### src/rtl/mux_arb_pkg.sv
// Shared constants, output-stage state type and width helper for the mux_arb_reg slice.
package mux_arb_pkg;

    localparam logic MODE_DIRECTED = 1'b0;
    localparam logic MODE_RR       = 1'b1;

    typedef enum logic {
        ST_EMPTY = 1'b0,
        ST_FULL  = 1'b1
    } out_state_t;

    // Index width for n items (at least 1 bit).
    function automatic int clog2(input int n);
        int r;
        int v;
        r = 0;
        v = n - 1;
        while (v > 0) begin
            r = r + 1;
            v = v >> 1;
        end
        if (r == 0) begin
            r = 1;
        end
        return r;
    endfunction

endpackage

### src/rtl/rr_arbiter.sv
// Combinational round-robin grant: first requester at or after ptr, wrapping modulo N.
module rr_arbiter
    import mux_arb_pkg::*;
#(
    parameter int N    = 8,
    parameter int SELW = clog2(N)
) (
    input  logic [N-1:0]    req,
    input  logic [SELW-1:0] ptr,
    output logic            gnt_valid,
    output logic [SELW-1:0] gnt_idx
);

    int unsigned     idx;
    logic [SELW-1:0] idx_s;

    always_comb begin
        gnt_valid = 1'b0;
        gnt_idx   = '0;
        idx       = 0;
        idx_s     = '0;
        for (int unsigned k = 0; k < N; k++) begin
            idx   = (32'(ptr) + k) % N;
            idx_s = SELW'(idx);
            if (!gnt_valid && req[idx_s]) begin
                gnt_valid = 1'b1;
                gnt_idx   = idx_s;
            end
        end
    end

endmodule

### src/rtl/mux_arb_reg.sv
// N-way selector with registered output and valid/ready handshake; directed or round-robin source choice.
// Optional out_par port enabled by defining MUX_ARB_PARITY_EN.
module mux_arb_reg
    import mux_arb_pkg::*;
#(
    parameter int N     = 8,
    parameter int WIDTH = 16,
    parameter int SELW  = clog2(N)
) (
    input  logic               clk,
    input  logic               reset,
    input  logic [N*WIDTH-1:0] in_data,
    input  logic [N-1:0]       in_valid,
    output logic [N-1:0]       in_ready,
    input  logic               mode,
    input  logic [SELW-1:0]    sel,
    output logic [WIDTH-1:0]   out_data,
    output logic               out_valid,
    input  logic               out_ready,
    output logic [SELW-1:0]    out_src
`ifdef MUX_ARB_PARITY_EN
    ,
    output logic               out_par
`endif
);

    out_state_t      state, state_nxt;
    logic [SELW-1:0] rr_ptr;
    logic [SELW-1:0] rr_next;

    logic            rr_valid;
    logic [SELW-1:0] rr_idx;
    logic            dir_valid;
    logic            grant_valid;
    logic [SELW-1:0] grant_idx;
    logic [WIDTH-1:0] grant_data;
    logic            load_en;
    logic            capture;

    rr_arbiter #(
        .N    (N),
        .SELW (SELW)
    ) u_rr_arbiter (
        .req       (in_valid),
        .ptr       (rr_ptr),
        .gnt_valid (rr_valid),
        .gnt_idx   (rr_idx)
    );

    // Directed grant walks the channels so an out-of-range sel simply matches none.
    always_comb begin
        dir_valid = 1'b0;
        for (int unsigned i = 0; i < N; i++) begin
            if (32'(sel) == i && in_valid[i]) begin
                dir_valid = 1'b1;
            end
        end
    end

    always_comb begin
        grant_valid = (mode == MODE_RR) ? rr_valid : dir_valid;
        grant_idx   = (mode == MODE_RR) ? rr_idx : sel;
    end

    always_comb begin
        grant_data = '0;
        for (int unsigned i = 0; i < N; i++) begin
            if (32'(grant_idx) == i) begin
                grant_data = in_data[i*WIDTH +: WIDTH];
            end
        end
    end

    assign out_valid = (state == ST_FULL);
    assign load_en   = !out_valid || out_ready;
    // Gating with reset keeps in_ready silent while the output stage is held clear.
    assign capture   = load_en && grant_valid && !reset;
    assign rr_next   = (32'(grant_idx) == N - 1) ? '0 : grant_idx + 1'b1;

    always_comb begin
        in_ready = '0;
        for (int unsigned i = 0; i < N; i++) begin
            in_ready[i] = capture && (32'(grant_idx) == i);
        end
    end

    always_comb begin
        state_nxt = state;
        case (state)
            ST_EMPTY: begin
                if (capture) begin
                    state_nxt = ST_FULL;
                end
            end
            ST_FULL: begin
                if (capture) begin
                    state_nxt = ST_FULL;
                end else if (out_ready) begin
                    state_nxt = ST_EMPTY;
                end
            end
            default: state_nxt = ST_EMPTY;
        endcase
    end

    always_ff @(posedge clk or posedge reset) begin
        if (reset) begin
            state <= ST_EMPTY;
        end else begin
            state <= state_nxt;
        end
    end

    always_ff @(posedge clk or posedge reset) begin
        if (reset) begin
            out_data <= '0;
            out_src  <= '0;
            rr_ptr   <= '0;
        end else begin
            if (capture) begin
                out_data <= grant_data;
                out_src  <= grant_idx;
            end
            if (capture && mode == MODE_RR) begin
                rr_ptr <= rr_next;
            end
        end
    end

`ifdef MUX_ARB_PARITY_EN
    always_ff @(posedge clk or posedge reset) begin
        if (reset) begin
            out_par <= 1'b0;
        end else if (capture) begin
            out_par <= ^grant_data;
        end
    end
`endif

endmodule
### config.mk
export PLATFORM = sky130hd
export DESIGN_NAME = mux_arb_reg
export DESIGN_NICKNAME = d
export VERILOG_FILES = /design/src/rtl/mux_arb_pkg.sv /design/src/rtl/rr_arbiter.sv /design/src/rtl/mux_arb_reg.sv
export SDC_FILE = /design/constraint.sdc
export NUM_CORES = 1
export LEC_CHECK = 0
export CORE_MARGIN = 5
export CORE_UTILIZATION = 35
export CTS_CLUSTER_DIAMETER = 40
export DETAILED_ROUTE_END_ITERATION = 7
export HOLD_SLACK_MARGIN = 0.08
export MAX_ROUTING_LAYER = met4
export PLACE_DENSITY_LB_ADDON = 0.25
export SYNTH_ARGS = -nofsm -noshare
export SYNTH_HDL_FRONTEND = slang
export SYNTH_SLANG_ARGS = --single-unit
### constraint.sdc
create_clock -name clk -period 5.4 [get_ports clk]
set_clock_uncertainty 0.2 [all_clocks]
set_input_delay 0.54 -clock clk [delete_from_list [all_inputs] [get_ports clk]]
set_output_delay 0.54 -clock clk [all_outputs]
set_load 0.05 [all_outputs]
### Word-level counts from Yosys, hierarchy flattened

Index checks and enable logic that the tools add are counted.

| storage, ports and cells | value |
|---|---|
| logic and storage cells | 128 |
| bits in latches | 0 |
| bits of input ports | 143 |
| memory bits (read-only) | 0 |
| bits in writable memories | 0 |
| register bits | 23 |
| memories | 0 |

| cells by class | value |
|---|---|
| $add $sub $neg | 8 |
| reductions and logical operators | 38 |
| shifts and indexed selects | 0 |
| multipliers | 0 |
| mux-type cells | 55 |
| equal/unequal tests | 14 |
| order comparisons | 8 |
| bitwise gates (word level) | 1 |
| divide/modulo/power cells | 0 |

Operators by type and width:

| kind | count |
|---|---|
| $mux 16 | 8 |
| $lt 3x4->1 const B | 8 |
| $mux 3 | 10 |
| $mux 1 | 28 |
| $logic_and 1x1->1 | 26 |
| $bmux 1 s3 | 8 |
| $eq 3x3->1 const B | 8 |
| $add 3x3->3 const B | 4 |
| $eq 3x2->1 const B | 4 |
| $logic_not 1->1 | 9 |
| $add 3x1->3 const B | 2 |
| $add 3x2->3 const B | 2 |
| $eq 3x1->1 const B | 2 |
| $logic_not 3->1 | 2 |
| $pmux 1 s2 | 1 |
| $logic_or 1x1->1 | 1 |
| $not 1->1 | 1 |

### Longest topological paths before layout

Gate-level depths: netlist (run 1).

| depth | value |
|---|---|
| depth after elaboration | 34 |
| depth in mapped cells | 24 |
| depth with buffers taken out | 19 |

### Cells and area by module

A second synthesis (run 1) with hierarchy kept.

| unflattened totals | value |
|---|---|
| cell total of the unflattened synthesis | 388 |
| area total of the unflattened synthesis | 3265.6 um2 |

By module, submodules not included:

| module | seq. area each (um2) | area each (um2) | instances | cells each |
|---|---|---|---|---|
| mux_arb_reg | 575.6 | 2269.7 | 1 | 280 |
| rr_arbiter | 0.0 | 996.0 | 1 | 108 |

### Least setup slack after synthesis (run 1)

Ideal clock, no wire load.

| timing path | value |
|---|---|
| path type | register -> output |
| from | reg rr_ptr[0] |
| to | out in_ready[7] |
| data arrival time | 4.721 ns |
| data required time | 4.660 ns |
| cell stages (with the launch flop) | 14 |
| setup slack | -0.061 ns |
| cell sequence | dfrtp_1 > inv_1 > ha_1 > buf_6 > mux4_2 > mux2_2 > or2_1 > buf_6 > or4_1 > a31oi_1 > ha_1 > nand2_1 > clkbuf_1 > nor3_1 |

RTL lines:

| what | RTL line | RTL |
|---|---|---|
| start, declared | mux_arb_reg.sv:28 | `logic [SELW-1:0] rr_ptr;` |
| start signal, assigned | mux_arb_reg.sv:125 | `rr_ptr <= rr_next;` |
| branches (longest 23 deep; another with $add 3x1->3) | n/a |  |
| $mux 3 (*) | rr_arbiter.sv:25 | `if (!gnt_valid && req[idx_s]) begin` |
| $mux 3 (*) | mux_arb_reg.sv:62 | `grant_idx = (mode == MODE_RR) ? rr_idx : sel;` |
| named net grant_idx[1] | mux_arb_reg.sv:35 | `logic [SELW-1:0] grant_idx;` |
| $eq 3x3->1 (*) | mux_arb_reg.sv:83 | `in_ready[i] = capture && (32'(grant_idx) == i);` |
| $logic_and 1x1->1 (*) | mux_arb_reg.sv:83 |  |
| end, declared | mux_arb_reg.sv:14 | `output logic [N-1:0] in_ready,` |

Mark *: on every way through the listed nets, which the timed path passes. The select of a mux whose other input is x is not followed.

### Final worst setup path (run 1)

| timing path | value |
|---|---|
| from | reg rr_ptr[1] |
| to | out in_ready[3] |

RTL lines:

| what | RTL line |
|---|---|
| branches (longest 23 deep; another with $add 3x1->3) | n/a |
| $mux 3 (*) | rr_arbiter.sv:25 |
| $mux 3 (*) | mux_arb_reg.sv:62 |
| named net grant_idx[1] | mux_arb_reg.sv:35 |
| $eq 3x2->1 (*) | mux_arb_reg.sv:83 |
| $logic_and 1x1->1 (*) | mux_arb_reg.sv:83 |

Marked as above.

==> results of run 1 <==
-- power breakdown --
part	internal, W	switching, W	total, W
sequential	0.000261	0.0000659	0.000326
combinational	0.00117	0.00192	0.00309
clock	0.0000519	0.0000651	0.000117
-- cells in the final DEF, fill, tap and decap left out, drive strengths merged, types with 7 or more instances in the layout --
cell type / n
a2111oi: 17
a21oi: 90
a221oi: 16
buf: 30
clkdlybuf4s50: 162
dfrtp: 23
ha: 7
inv: 29
mux2: 11
mux2i: 12
mux4: 17
nand2: 60
nor2: 76
nor4: 33
o21ai: 23
-- worst paths after layout --
path / endpoint / slack, ps / cells after the start
worst max-delay path: in_ready[3] / 230 / 11
worst min-delay path: out_src[0] / 310 / 1
worst max register to register: out_data[0] / 370 / 20
worst min register to register: out_src[0] / 310 / 1
max in group asynchronous: rr_ptr[2] / 3700 / 2
min in group asynchronous: out_data[8] / 680 / 2
-- repair_timing --
item / 4_1_cts / 5_1_grt
hold buffers: 0 / 0
setup endpoints to repair: 1 / 3
pin swaps: 0 / 0
resized for setup: 1 / 2
-- kinds of logic after synthesis --
group,count (synthesis),share of synthesized area
and+or+nand+nor,194,0.253
adders and majority gates,7,0.0226
DFF,23,0.149
xor gates and xnor gates,3,0.00678
AOI/OAI and AO/OA,170,0.302
buffers and inverters,77,0.103
muxes,40,0.164
-- metrics by stage --
step | utilization | setup TNS [ps] | cells | total power (W)
3_3_place_gp | 0.526 | 0 | 798 | 0.00336
4_1_cts | 0.531 | 0 | 802 | 0.00351
2_1_floorplan | - | 0 | 514 | 0.00262
6_report | 0.532 | 0 | 802 | 0.00353
3_5_place_dp | 0.526 | 0 | 798 | 0.00338
5_1_grt | 0.532 | -61.0 | 802 | 0.00382
-- cell type report --
cell class,count,area [um2],area share
Inverter,29,109,0.0189
Clock buffer,3,41.3,0.00716
Sequential cell,23,576,0.0999
Multi-Input combinational cell,414,2920,0.507
Timing Repair Buffer,192,1940,0.336
Tap cell,140,175,0.0304
Clock inverter,1,5.00,0.000868
-- worst reg2reg max path: stages (launching register included) --
cell	delay [ps]
sky130_fd_sc_hd__dfrtp_1	350
sky130_fd_sc_hd__inv_1	70
sky130_fd_sc_hd__ha_2	520
sky130_fd_sc_hd__mux4_2	540
sky130_fd_sc_hd__mux2i_1	170
sky130_fd_sc_hd__a32oi_1	200
sky130_fd_sc_hd__or2_1	320
sky130_fd_sc_hd__buf_4	190
sky130_fd_sc_hd__o32ai_1	360
sky130_fd_sc_hd__a31oi_2	200
sky130_fd_sc_hd__inv_1	130
sky130_fd_sc_hd__ha_1	230
sky130_fd_sc_hd__buf_4	320
sky130_fd_sc_hd__nand2_1	100
sky130_fd_sc_hd__nor2_1	100
sky130_fd_sc_hd__a21oi_1	50
sky130_fd_sc_hd__nor2_1	110
sky130_fd_sc_hd__a21oi_1	70
sky130_fd_sc_hd__nor2_1	250
sky130_fd_sc_hd__nand2_2	90
sky130_fd_sc_hd__a2111oi_2	370
-- sequential cells by signal (all words and copies together) (netlist names) --
register	count
out_valid	1
out_data	16
rr_ptr	3
out_src	3
-- layer usage --
layer	vias up	routed length, um
li1	2197	-
met1	2172	6490
met2	236	7710
met3	39	1170
met4	0	584
met5	-	0
==> results.tsv, run 1 <==
metric	value	unit
run_status	finished, final reports clean	
power.density	613	nW/um2
worst_ep_required_time	4660	ps
use_met3	0.0295	
timing.setup.critical_path_class	reg -> out	
h_tree_lvls	1	
gr-usage-all-layers	0.245	
gr-total-overflow	0	
min_period	5170	ps
final.hold.worst_slack	310	ps
yosys.cell_count.top_type	sky130_fd_sc_hd__a21oi_1	
timing.slew.headroom	0.318	
yosysTopAreaCellShare	0.149	
port_buffers	170	
syn-instance-count	514	
insertion_delay	280	ps
critical_path_fanouts_max	11	
yosys_most_used_dff	sky130_fd_sc_hd__dfrtp_1	
clkSinkCount	23	
cts_tree	yes	
synth.cells.most_frequent	sky130_fd_sc_hd__a21oi_1 (90), sky130_fd_sc_hd__nor2_1 (76), sky130_fd_sc_hd__nand2_1 (50), sky130_fd_sc_hd__inv_1 (29), sky130_fd_sc_hd__clkbuf_1 (26)	
setup.worst_path.start	rr_ptr[1]	
yosys.area.top_type	sky130_fd_sc_hd__dfrtp_1	
holdCritStartpoint	out_src[0]	
detail_route.vias_per_cell	5.79	
synth-seq-cells	23	
cell_chosen_for_the_clock_root	sky130_fd_sc_hd__clkbuf_8	
postSynthAreaPerCell	7.54	um2
first_pass_iteration_count_of_the_detailed_router	5	
cts_setup_buffers	0	
power.ir.vdd_worst	283	uV
dr_total_vias	4644	
die_area	13300	um2
critical-path-top-delay-family	simple AND/OR/NAND/NOR gates	
drt-total-wl	16.0	mm
number_of_different_library_cells_in_the_post_synthesis_netlist	55	
timing.critical_path.mode_cell	sky130_fd_sc_hd__ha_1	
antenna_violations_before_repair	0	
final_layout_net_count	813	
syn2layout_area_growth	48.8	%
cpPeakStageDelay	620	ps
slowest_stage	sky130_fd_sc_hd__mux4_2	
place_area	5700	um2
grt_use_met1	0.315	
worstPathCellList	inv_1 -> ha_2 -> mux4_2 -> mux2_2 -> or2_1 -> or4_1 -> a31oi_2 -> ha_1 -> ha_1 -> and2_1 -> buf_12	
die_w	115	um
seq_area_frac_synth	0.149	
dp_worst_setup_slack	158	ps
max_freq	193	MHz
coreArea	10800	um2
cellLeakagePower	2.23	nW
postLayoutCellArea	5760	um2
antenna-diode-count	0	
clk_path_buf_depth	2	
placementRows	38	
async_flop_share	1.00	
synth_top_cells_by_area	sky130_fd_sc_hd__dfrtp_1 (15%), sky130_fd_sc_hd__a21oi_1 (12%), sky130_fd_sc_hd__mux4_2 (8.7%)	
layout-drive-gt1-share	0.159	
cts_made_buffers	3	
crit_arrival	4430	ps
hold_class	reg -> reg	
global_route_wire_length_before_repair	25.0	mm
post_dp_hpwl	12.7	mm
synth_edf_count	0	
crit_path_start_kind	register	
globalRouteMet2Util	0.394	
boundaryPins	171	
drv_cap	0	
wl_per_cell	19.9	um
initial_util	0.357	
worst_setup_hold_path_clk_slew	90	ps
die_height	115	um
drv_slew	0	
postSynthNetCount	664	
ys_warn_count	0	
finalHoldViolCount	0	
place_congestion	0.977	
detail-route-antenna-nets	0	
cp_num_buf_inv	2	
setup-violations-final	0	
drt_iter0_drc	360	
n_fill_cell	1058	
layout_setup_ws	231	ps
drt_drc_violations_left	0	
synth_area	3870	um2
grt_start_max_net_pins	67	
min_period_over_period	0.957	
grt_busiest_layer	met2	
worst_slew_pin_slew	1020	ps
worstSetupEndpointType	output pin	
timing.rr.start	rr_ptr[1]	
via_count_of_the_first_global_routing_pass	4736	
Power figures use the tool's default switching activity.
==> inputs of run 2 (changes only) <==
CAP_MARGIN = 5   (was unset)
CORE_MARGIN = 4   (was 5)
DONT_BUFFER_PORTS = 1   (was unset)
==> run 2 against run 1 <==
- combinational power decreased by 19%
- critical path depth grew 2
- non-clock buffer count down 169
- largest power group unchanged
- highest routed layer unchanged
==> results.tsv, run 2 (synthesis results as in run 1) <==
metric	value	unit	change
timing.critical_path.mode_cell	sky130_fd_sc_hd__ha_1		
crit_arrival	4380	ps	-50 ps
max_flop_register	out_data		
timing.slew.headroom	0.186		-0.132
utilization	0.377		-0.155
internal-power	0.00125	W	-16%
worstPathCellList	inv_1 -> ha_2 -> mux4_2 -> mux2i_1 -> a32oi_1 -> or2_1 -> or4_1 -> a31oi_1 -> buf_4 -> ha_1 -> ha_1 -> and2_1 -> buf_12		
net-switching-power	0.00196	W	-4.2%
power_frac_seq	0.188		+0.096
comb_power_share	0.774		-0.100
gr-total-overflow	0		unchanged
setup_repair_after_global_routing_missed_its_margin	no		
cts_setup_buffers	0		unchanged
critical-path-top-delay-family	simple AND/OR/NAND/NOR gates		
grt_use_met1	0.295		-0.0195
switching_share	0.610		+0.0306
largest_register_ffs	16		unchanged
insertion_delay	280	ps	about the same
timing.rr.start	rr_ptr[1]		
first_pass_iteration_count_of_the_detailed_router	5		unchanged
layout_setup_ws	276	ps	+45.0 ps
drt_drc_violations_left	0		unchanged
setup.worst_path.start	rr_ptr[1]		
die_height	113	um	-1.7%
critical_path_fanouts_max	11		unchanged
drv_cap	0		unchanged
placementRows	38		unchanged
grt_start_max_net_pins	52		-22%
crit_path_start_kind	register		
clk_path_buf_depth	2		unchanged
via_count_of_the_first_global_routing_pass	3900		-18%
layout.cells.most_common_list	sky130_fd_sc_hd__a21oi_1 (90), sky130_fd_sc_hd__nor2_1 (75), sky130_fd_sc_hd__nand2_1 (50), sky130_fd_sc_hd__inv_1 (29), sky130_fd_sc_hd__dfrtp_1 (23)		
wl_per_cell	22.6	um	+14%
r2r_slack	410	ps	+40 ps
cp_num_buf_inv	3		+1
finalHoldViolCount	0		unchanged
h_tree_lvls	1		unchanged
antenna-diode-count	0		unchanged
drv_slew	0		unchanged
dp_worst_setup_slack	242	ps	+83.9 ps
use_met3	0.0417		+0.0122
dr_total_vias	4000		-14%
place_congestion	0.957		-2.0%
setup-violations-final	0		unchanged
final.hold.worst_slack	172	ps	-137 ps
power_frac_clock	0.037		+0.004
setup-tns-final	0	ps	unchanged
detail-route-antenna-nets	0		unchanged
cts_tree	yes		
die_area	12800	um2	-3.4%
final_layout_net_count	644		-21%
worst_ep_required_time	4660	ps	about the same
layout-drive-gt1-share	0.201		+0.0422
port_buffers	0		-100%
worst_slew_pin_slew	1220	ps	+197 ps
die_w	113	um	-1.7%
cellLeakagePower	1.56	nW	-30%
detail_route.vias_per_cell	6.32		+9.1%
min_period	5120	ps	-45.0 ps
grt_busiest_layer	met2		
holdBufCountCts	0		unchanged
run_status	finished, final reports clean		
clkSinkCount	23		unchanged
drt_iter0_drc	215		-40%
coreArea	10800	um2	unchanged
antenna_violations_before_repair	0		unchanged
syn2layout_area_growth	5.39	%	
timing.setup.critical_path_class	reg -> out		
cpPeakStageDelay	570	ps	-50 ps
global_route_wire_length_before_repair	22.4	mm	-10%
biggestRegsByFlops	out_data x16, out_src x3, rr_ptr x3		
mostFrequentLayoutCell	sky130_fd_sc_hd__a21oi_1		
drt-total-wl	14.3	mm	-10%
power.density	788	nW/um2	+29%
gr-usage-all-layers	0.226		-0.0189
hold_class	in -> async		
cts_made_buffers	3		unchanged
post_dp_hpwl	11.1	mm	-12%
post_cts_sizing_count	1		unchanged
worst_setup_hold_path_clk_slew	100	ps	about the same
worstSetupEndpointType	output pin		
cell_chosen_for_the_clock_root	sky130_fd_sc_hd__clkbuf_8		
boundaryPins	171		unchanged
globalRouteMet2Util	0.364		-0.0298
max_freq	195	MHz	+0.88%
power.ir.vdd_worst	263	uV	-6.9%
slowest_stage	sky130_fd_sc_hd__or4_1		
initial_util	0.357		unchanged
min_period_over_period	0.949		-0.00833
n_fill_cell	1125		+6.3%
-- run 2: changes by cell type in the layout (fill, tap and decap cells not counted), sizes merged --
cell / delta
clkdlybuf4s50: -162
buf: -7
-- run 2: worst register-to-register path, delay by kind of cell, from the launching register on --
| kind | cells | cell delay [ps] |
|---|---|---|
| buffers and inverters | 2 | 230 |
| and+or+nand+nor | 4 | 1640 |
| AOI/OAI and AO/OA | 5 | 1070 |
| muxes | 2 | 700 |
| DFF | 1 | 350 |
| adders and majority gates | 2 | 680 |
-- run 2: area by class of cell --
| cell class | count | area [um2] | area share |
|---|---|---|---|
| flip-flops and latches | 23 | 576 | 0.141 |
| well taps | 140 | 175 | 0.0429 |
| repair buffers | 23 | 251 | 0.0616 |
| clock inverters | 1 | 5.00 | 0.00123 |
| multi-input cells | 414 | 2930 | 0.717 |
| clock buffers | 3 | 41.3 | 0.0101 |
| inverters | 29 | 109 | 0.0267 |
-- run 2: worst paths after layout --
| check | to | cells after the start |
|---|---|---|
| setup / recovery | in_ready[3] | 13 |
| hold / removal | out_valid | 1 |
| setup reg to reg | out_data[1] | 15 |
| hold reg to reg | rr_ptr[2] | 2 |
| max in group asynchronous | rr_ptr[0] | 1 |
| min in group clk | out_valid | 2 |
-- run 2: power by group through the flow --
stage          sequential, W  combinational, W  clock, W
3_3_place_gp        0.000613           0.00243         0
2_1_floorplan       0.000571           0.00205         0
5_1_grt             0.000617           0.00277  0.000130
3_5_place_dp        0.000614           0.00246         0
4_1_cts             0.000609           0.00248  0.000121
6_report            0.000606           0.00249  0.000120
-- run 2: stage by stage --
step,total power (W),std cells,cell area [um2]
floorplan,0.00262,514,3880
global placement,0.00304,629,4020
detailed placement,0.00307,629,4020
CTS,0.00321,633,4070
global route,0.00352,633,4080
finish,0.00322,633,4080
-- run 2: per-layer routing --
| metal | share of wire | wire length (um) | vias up |
|---|---|---|---|
| met5 | 0 | 0 | - |
| li1 | - | - | 1858 |
| met3 | 0.077 | 1100 | 22 |
| met2 | 0.48 | 6900 | 199 |
| met1 | 0.42 | 5950 | 1921 |
| met4 | 0.026 | 367 | 0 |
